## src/rtl/ahb_apb_bridge_mslv.sv

```systemverilog
// AHB-Lite to APB3 bridge fanning single transfers out to NUM_SLV address-decoded slaves.
// Optional ACCESS-phase timeout enabled by defining AHB_APB_TIMEOUT_EN.
module ahb_apb_bridge_mslv #(
  parameter int AW          = 32,
  parameter int DW          = 32,
  parameter int NUM_SLV     = 4,
  parameter int SLV_LSB     = 12,
  parameter int TIMEOUT_CYC = 255
) (
  input  logic                  Hclk,
  input  logic                  Hrstn,
  input  logic                  Hsel_APB,
  input  logic [1:0]            Htrans,
  input  logic                  Hwrite,
  input  logic [AW-1:0]         Haddr,
  input  logic [DW-1:0]         Hwdata,
  input  logic                  Hready_in,
  output logic                  Hready_out,
  output logic [1:0]            Hresp,
  output logic [DW-1:0]         Hrdata,
  output logic [AW-1:0]         Paddr,
  output logic                  Pwrite,
  output logic [DW-1:0]         Pwdata,
  output logic [NUM_SLV-1:0]    Psel,
  output logic                  Penable,
  input  logic [NUM_SLV*DW-1:0] Prdata,
  input  logic [NUM_SLV-1:0]    Pready,
  input  logic [NUM_SLV-1:0]    Pslverr
);
  localparam int IW = (NUM_SLV > 1) ? $clog2(NUM_SLV) : 1;
  localparam logic [IW:0] SLV_CNT = NUM_SLV[IW:0];

  typedef enum logic [2:0] {IDLE, SETUP, ACCESS, ERR1, ERR2} state_t;

  state_t              state;
  logic [IW-1:0]       idx;
  logic [IW-1:0]       acc_idx;
  logic                acc_ok, accept, cur_rdy, cur_err, done_ok, done_err;
  logic [NUM_SLV-1:0]  acc_oh;
  logic                unused_ok;

  assign acc_idx  = Haddr[SLV_LSB +: IW];
  assign acc_ok   = ({1'b0, acc_idx} < SLV_CNT);
  assign acc_oh   = acc_ok ? (NUM_SLV'(1) << acc_idx) : '0;
  assign accept   = Hsel_APB & Htrans[1] & Hready_in & Hready_out;
  assign cur_rdy  = Pready[idx];
  assign cur_err  = Pslverr[idx];
  assign done_ok  = (state == ACCESS) & cur_rdy & ~cur_err;
  assign done_err = (state == ACCESS) & cur_rdy & cur_err;
  assign unused_ok = ^{Htrans[0], TIMEOUT_CYC[0]};

  // Write data is forwarded straight through; the master holds it while we stall.
  assign Pwdata = (Pwrite && (state == SETUP || state == ACCESS)) ? Hwdata : '0;

  // AHB response depends on the live Pready/Pslverr of the selected slave.
  always_comb begin
    Hready_out = 1'b1;
    Hresp      = 2'b00;
    Hrdata     = '0;
    case (state)
      SETUP:  Hready_out = 1'b0;
      ACCESS: begin
        Hready_out = done_ok;
        if (done_err) Hresp = 2'b01;
        if (done_ok && !Pwrite) Hrdata = Prdata[int'(idx)*DW +: DW];
      end
      ERR1: begin
        Hready_out = 1'b0;
        Hresp      = 2'b01;
      end
      ERR2:    Hresp = 2'b01;
      default: ;
    endcase
  end

`ifdef AHB_APB_TIMEOUT_EN
  localparam int TW = $clog2(TIMEOUT_CYC + 1);
  logic [TW-1:0] tmo_cnt;
`endif

  always_ff @(posedge Hclk or negedge Hrstn) begin
    if (!Hrstn) begin
      state   <= IDLE;
      Paddr   <= '0;
      Pwrite  <= 1'b0;
      idx     <= '0;
      Psel    <= '0;
      Penable <= 1'b0;
`ifdef AHB_APB_TIMEOUT_EN
      tmo_cnt <= '0;
`endif
    end else begin
      // Address phase capture; accept can only fire when Hready_out is high.
      if (accept) begin
        Paddr  <= Haddr;
        Pwrite <= Hwrite;
        idx    <= acc_idx;
      end
      case (state)
        IDLE, ERR2: begin
          if (accept) begin
            state <= acc_ok ? SETUP : ERR1;
            Psel  <= acc_oh;
          end else begin
            state <= IDLE;
          end
        end
        SETUP: begin
          state   <= ACCESS;
          Penable <= 1'b1;
`ifdef AHB_APB_TIMEOUT_EN
          tmo_cnt <= '0;
`endif
        end
        ACCESS: begin
          if (cur_rdy) begin
            Penable <= 1'b0;
            if (cur_err) begin
              state <= ERR1;
              Psel  <= '0;
            end else if (accept) begin
              state <= acc_ok ? SETUP : ERR1;
              Psel  <= acc_oh;
            end else begin
              state <= IDLE;
              Psel  <= '0;
            end
          end
`ifdef AHB_APB_TIMEOUT_EN
          else if (tmo_cnt == TW'(TIMEOUT_CYC - 1)) begin
            state   <= ERR1;
            Psel    <= '0;
            Penable <= 1'b0;
          end else begin
            tmo_cnt <= tmo_cnt + 1'b1;
          end
`endif
        end
        ERR1:    state <= ERR2;
        default: state <= IDLE;
      endcase
    end
  end
endmodule
```

## config.mk

```make
export PLATFORM = sky130hd
export DESIGN_NAME = ahb_apb_bridge_mslv
export DESIGN_NICKNAME = d
export VERILOG_FILES = /design/src/rtl/ahb_apb_bridge_mslv.sv
export SDC_FILE = /design/constraint.sdc
export NUM_CORES = 1
export LEC_CHECK = 0
export CAP_MARGIN = 10
export CORE_AREA = 2 2 120 122
export CTS_BUF_LIST = sky130_fd_sc_hd__clkbuf_8
export DETAILED_ROUTE_END_ITERATION = 8
export DIE_AREA = 0 0 122 124
export PLACE_DENSITY = 0.61
export SLEW_MARGIN = 20
export SYNTH_ARGS = -nofsm -noshare
export SYNTH_HDL_FRONTEND = slang
export SYNTH_SLANG_ARGS = --single-unit
```

## constraint.sdc

```tcl
create_clock -name Hclk -period 3.45 [get_ports Hclk]
set_clock_uncertainty 0.15 [all_clocks]
set_input_delay 0.5175 -clock Hclk [delete_from_list [all_inputs] [get_ports Hclk]]
set_output_delay 0.5175 -clock Hclk [all_outputs]
set_load 0.005 [all_outputs]
```

======== Word-level counts from Yosys, hierarchy flattened ========
Cells that the tools add are included.
word-level totals
  input bits .............................. 207
  output and inout bits ................... 105
  register bits after elaboration ......... 43
cells by class
  bitwise logic cells ..................... 7
  magnitude comparators ................... 1
  mux-type cells .......................... 21
  reductions and logical operators ........ 12
  equal/unequal tests ..................... 6
  shift-type cells ........................ 2
operators by type and width
  kind                                                         count
  variable part select 128 x 8 -> 32 bit                       1
  2-to-1 mux 32 bit                                            3
  2-to-1 mux 4 bit                                             4
  case mux 3 bit (4 select lines)                              1
  case mux 4 bit (2 select lines)                              1
  bitwise AND 1 bit                                            6
  == test 3 x 2 -> 1 bit (second input constant)               2
  case mux 1 bit (2 select lines)                              3
  OR reduction 2 bit                                           3
  2-to-1 mux 1 bit                                             5
  binary-select mux 1 bit (select 2 bit)                       2
  inequality test 2 bit (second input constant)                2
  nonzero test 2 bit                                           2
  left shift 1 x 2 -> 4 bit (first input constant)             1
  == test 3 x 1 -> 1 bit (second input constant)               1
  == test 3 bit (second input constant)                        1
  zero test 3 bit                                              1
  less-than comparator 2 x 3 -> 1 bit (second input constant)  1
  2-to-1 mux 3 bit                                             1
  AND reduction 3 bit                                          1
  logical AND 1 bit                                            2
  2-to-1 mux 2 bit                                             1
  AND reduction 2 bit                                          1
  zero test 1 bit                                              1
  other kinds (2)                                              2

======== Depth between registers and ports, before layout ========
  depth in word-level cells ............... 10
  mapped depth ............................ 7

======== Worst setup path before layout ========
No wires, ideal clock.
  path kind ............................... reg2out
  start point ............................. register Paddr[12] (netlist name)
  end point ............................... output Hrdata[10]
  data required time ...................... 2.782 ns
  cell stages (with the launch flop) ...... 8
  arrival ................................. 1.833 ns
  path slack .............................. 0.950 ns
  path buffers ............................ 2
  path through ............................ dfrtp_1 -> buf_4 -> mux2_4 -> mux2i_4 -> nand2_1 -> or4_4 -> buf_6 -> nor2b_2
RTL lines
  what           line  source
  end, declared  20    output logic [DW-1:0] Hrdata,

======== Worst setup path after layout ========
  start point ............................. input Pslverr[0]
  end point ............................... output Hrdata[0]
between the ends
  word-level cells in the longest chain between the ends .. 7
RTL lines
  what                                    line  source
  start, declared                         28    input logic [NUM_SLV-1:0] Pslverr
  binary-select mux 1 bit (select 2 bit)  47    assign cur_err = Pslverr[idx];
  2-to-1 mux 1 bit (not written as such)  47
  NOT 1 bit                               48    assign done_ok = (state == ACCESS) & cur_rdy & ~cur_err;
  bitwise AND 1 bit                       48
  logical AND 1 bit                       65    if (done_ok && !Pwrite) Hrdata = Prdata[int'(idx)*DW +: DW];
  2-to-1 mux 32 bit                       65
  2-to-1 mux 32 bit                       60    case (state)
Every way passes these cells. The select of a mux whose other input is x is not followed.

==> results.md <==
- The summed negative setup slack over all endpoints is 0 ns.
- The worst vdd rail ir drop is 357.5 uV.
- The area growth from synthesis to layout is 110.2%.
- The net count of the mapped netlist is 443.
- The critical path crosses 8 cells after its start point.
- The maximum number of pins on one net before global-route repair is between 40 and 50.
- In the global route stage, overall resource usage came out at 0.1630.
- The critical path endpoint is Hrdata[0].
- The HPWL reported at the end of detailed placement is 10580 um.
- The data required time at the worst endpoint is about 2.8 ns.
- The number of cell instances on the worst register-to-register path is 7.
- After synthesis, the netlist uses 34 different library cells.
- Of the available clock period, the critical path in the final layout requires 0.9940.
- The TritonCTS sink count is 41.
- The signal on the critical path passes through clkdlybuf4s50_1 > mux2_4 > mux2i_4 > nand2_1 > or4_4 > buf_12 > nor2b_1 > clkdlybuf4s50_1.
- The internal portion of total power is between 2 and 2.5 mW.
- The horizontal extent of the die is about 120 um.
- Of the synthesized area, sequential elements account for 0.3372.
- The power dissipated by switching net loads is 1.066 mW.
- By startpoint and endpoint, the worst setup path is classified as in2out.
- The longest clock path from root to sink contains 2 buffers.
- The first detailed-routing pass ran for 4 iterations.
- The netlist area before placement is 3043 sq um.
- In this run the static leakage power is 2.381 nW.
- The worst register-to-register path has a setup slack of 1.05 ns.
- The kind of path behind the tightest hold check is in2async.
- The share of total power in sequential cells is 0.252.
- At the end of the flow the core is filled with cells to 0.4662.
- The capture point of the worst reg-to-reg path is Paddr[19]$_DFFE_PN0P_.
- Among the stages of the critical path, the cell type that occurs most often is sky130_fd_sc_hd__clkdlybuf4s50_1.
- The global-route wire length before repair is 18720 um.
- The number of port buffers is ~310.
- The mean number of vias per cell is about 4.3.
- The initial standard-cell utilization of the core is 0.2218.
- The number of nets in the layout is 745.
- In this run the vertical extent of the chip is 124 um.
- Leaving out filler cells and counting taps, the final layout contains 720.
- The time the final worst path needs with I/O delays and setup is 3.429 ns.
- The cell count after placement is 711.
- In this run the power density over the cells is 539.3 nW/um^2.
- After clock tree synthesis, the clock-pin slew on the worst setup and hold paths is 0.08 ns.
- The synthesized instance count is 236.
- The reported max-cap violation count is 0.
- The number of flip-flops and latches in the synthesized netlist is 41.
- Derived from the worst setup path, the maximum achievable clock frequency is 291.6 MHz.
- The fraction of final layout cells sized beyond drive strength 1 is 0.2115.
- In the final layout, the multi-input gates occupy 1896 sq um.
- The number of antenna violations at the first check in global routing is 1.
- The core region is 13720 sq um.
- The filler cells instantiated in the layout total 1292.
- In this run the number of H-tree levels came out at 2.
- The count of endpoints failing hold in the final timing report came to 0.
- In this run, post-CTS hold repair placed 0 buffers.
- The slowest cell on the critical path is sky130_fd_sc_hd__clkdlybuf4s50_1.
- Of the total power, combinational logic draws 0.656.
- The Yosys step of the flow raised 0 warnings.
- The total grt overflow is 0.
- The category of the worst setup path launch point is an input port.
- The number of rows in the core area is 43.
- The worst pin sits at a relative slew slack of 0.3899.
- The final worst hold slack is 0.2033 ns.
- The clock root buffer is sky130_fd_sc_hd__clkbuf_8.
- The number of DRC markers in iteration 0 is 73.
- The critical path starts at Pslverr[0].
- The critical path endpoint category is an output port.
- The post-synthesis area per instance is about 13 sq um.
- The TritonCTS clock tree is built.
- In this run the count of I/O pins placed on the die edge is 312.
- The longest individual stage delay on the worst path is 0.52 ns.
- After detailed routing, the total wire length is 12980 um.
- The total clock buffers created by CTS is 5.
- The critical path contains buffers and inverters numbering 3 combined.
- The latest clock arrival within the worst-skew pair is roughly 0.30 ns.
- The total vias in the final route is about 3100.
- The average wire length per cell after detail routing is 18.03 um.
- The maximum fanout encountered on the critical timing path is 32.
- The total power is between 3 and 4 mW.
- In the final layout, flip-flops and latches occupy 1027 sq um.
- Setup repair after global routing could not meet its margin everywhere.
- The number of max-slew violations in the final report is 0.
- The transition time at the pin with the least slew margin is a little over 0.9 ns.
- At the worst endpoint, the arrival time is 2.76 ns.
- The die area is approximately 15000 sq um.
- Of the total power, the share spent switching nets is 0.3089.
- The number of global-route vias before repair was 3270.
- The start of the worst register-to-register path is Paddr[12]$_DFFE_PN0P_.
- The kind of cell adding the most delay to the critical path is buffers and inverters.
- The share of total power dissipated in the clock network is 0.092.
- In this run the remaining antenna-violating nets after routing total 0.
- The congestion estimate from routability-driven global placement came to 0.8271.
- The count of unresolved DRC violations after routing is 0.
- The setup violation total in the final timing report is 0.
- The flow ran to the end, and the final reports show no timing, DRC or antenna violations.
## power groups by stage
stage	registers, mW	logic (mW)	clock network [mW]
after floorplan	0.838	1.16	0
after global placement	0.860	2.28	0
after detailed placement	0.875	2.29	0
after CTS	0.871	2.31	0.340
after global routing	0.903	2.44	0.360
final	0.869	2.26	0.319
## placed cells by master (no fill, tap or decap), types with 2 or more instances in the layout
master | netlist | final
sky130_fd_sc_hd__inv_1 | 3 | 5
sky130_fd_sc_hd__a21oi_1 | 5 | 5
sky130_fd_sc_hd__mux4_2 | 33 | 33
sky130_fd_sc_hd__and3_1 | 2 | 2
sky130_fd_sc_hd__mux2_1 | 2 | 2
sky130_fd_sc_hd__clkbuf_8 | 0 | 6
sky130_fd_sc_hd__o2bb2ai_1 | 3 | 3
sky130_fd_sc_hd__nor2b_2 | 30 | 30
sky130_fd_sc_hd__o21ai_0 | 7 | 7
sky130_fd_sc_hd__nor2_1 | 2 | 2
sky130_fd_sc_hd__nand2_1 | 3 | 3
sky130_fd_sc_hd__mux2_2 | 31 | 31
sky130_fd_sc_hd__clkdlybuf4s50_1 | 0 | 307
sky130_fd_sc_hd__a32o_1 | 2 | 2
sky130_fd_sc_hd__dfrtp_1 | 41 | 40
sky130_fd_sc_hd__buf_4 | 5 | 5
sky130_fd_sc_hd__nor2b_1 | 4 | 4
sky130_fd_sc_hd__mux2_4 | 2 | 2
sky130_fd_sc_hd__and2_1 | 33 | 33
## cells in the mapped netlist (all sizes together)
cell type   n  area share
nor2b      34       0.095
or3         1      0.0021
clkbuf      9       0.011
buf        11       0.028
nor2        2      0.0025
nor3        1      0.0016
dfrtp      41        0.34
mux2i       2       0.011
xor2        1      0.0029
a21oi       6       0.011
nand2       3      0.0037
a31o        1      0.0029
conb        1      0.0012
a32o        2      0.0066
mux4       33        0.24
o21ai       7       0.012
and3        2      0.0041
inv         3      0.0037
or4         1      0.0037
nand3b      1      0.0025
nand2b      1      0.0021
o2bb2ai     3      0.0086
nand3       1      0.0016
mux2       35        0.13
and2       33       0.068
a21boi      1      0.0025
## layer usage
layer,vias up,share of wire,routed length [um],track usage
met5,-,0,0,0
met4,0,0.023,294,0.05819
met3,15,0.095,1230,0.05174
met2,165,0.51,6594,0.2916
met1,1487,0.37,4862,0.1824
li1,1463,-,-,-
## flip-flops by register name, summed over array words and instances, names as in the netlist
signal	flops
Pwrite	1
Penable	1
Psel	4
Paddr	32
state	3
## worst min path at each step
stage | slack, ns | endpoint | start | cells after the start
finish | 0.20 | state[1]$_DFFE_PN0P_ | Hrstn | 1
global route | 0.25 | state[1]$_DFFE_PN0P_ | Hrstn | 1
global placement | 0.32 | Paddr[25]$_DFFE_PN0P_ | Paddr[25]$_DFFE_PN0P_ | 1
detailed placement | 0.33 | Psel[1]$_DFFE_PN0P_ | Psel[1]$_DFFE_PN0P_ | 1
floorplan | 0.07 | Paddr[0]$_DFFE_PN0P_ | Hrstn | 0
CTS | 0.23 | state[1]$_DFFE_PN0P_ | Hrstn | 1
## layout make-up
| type | count | area share |
|---|---|---|
| clock inverter | 2 | 0.001174 |
| sequential | 41 | 0.1606 |
| antenna | 1 | 0.0003912 |
| inverter | 3 | 0.001761 |
| multi-input combinational | 172 | 0.2964 |
| tap | 180 | 0.03521 |
| clock buffer | 6 | 0.01291 |
| timing repair buffer | 315 | 0.4916 |
## stage by stage
stage	setup slack, ns	area (sq um)
2_1_floorplan	0.9498	3043
3_3_place_gp	-0.001998	6305
3_5_place_dp	-0.04103	6305
4_1_cts	0.0001612	6394
5_1_grt	-0.07054	6396
6_report	0.02087	6396
## repair_timing
item                                    4_1_cts  5_1_grt
resized for setup                             1        0
buffers inserted                              0        0
endpoints found under the setup margin        1       31
## kinds of logic after synthesis
group	after synthesis	synth area share
simple gates	80	0.1863
mux	70	0.3869
flops	41	0.3372
buf+inv	23	0.04235
compound gates	20	0.04318
xor+xnor	1	0.002879
other cells	1	0.001232
(Power assumes the default switching activity.)
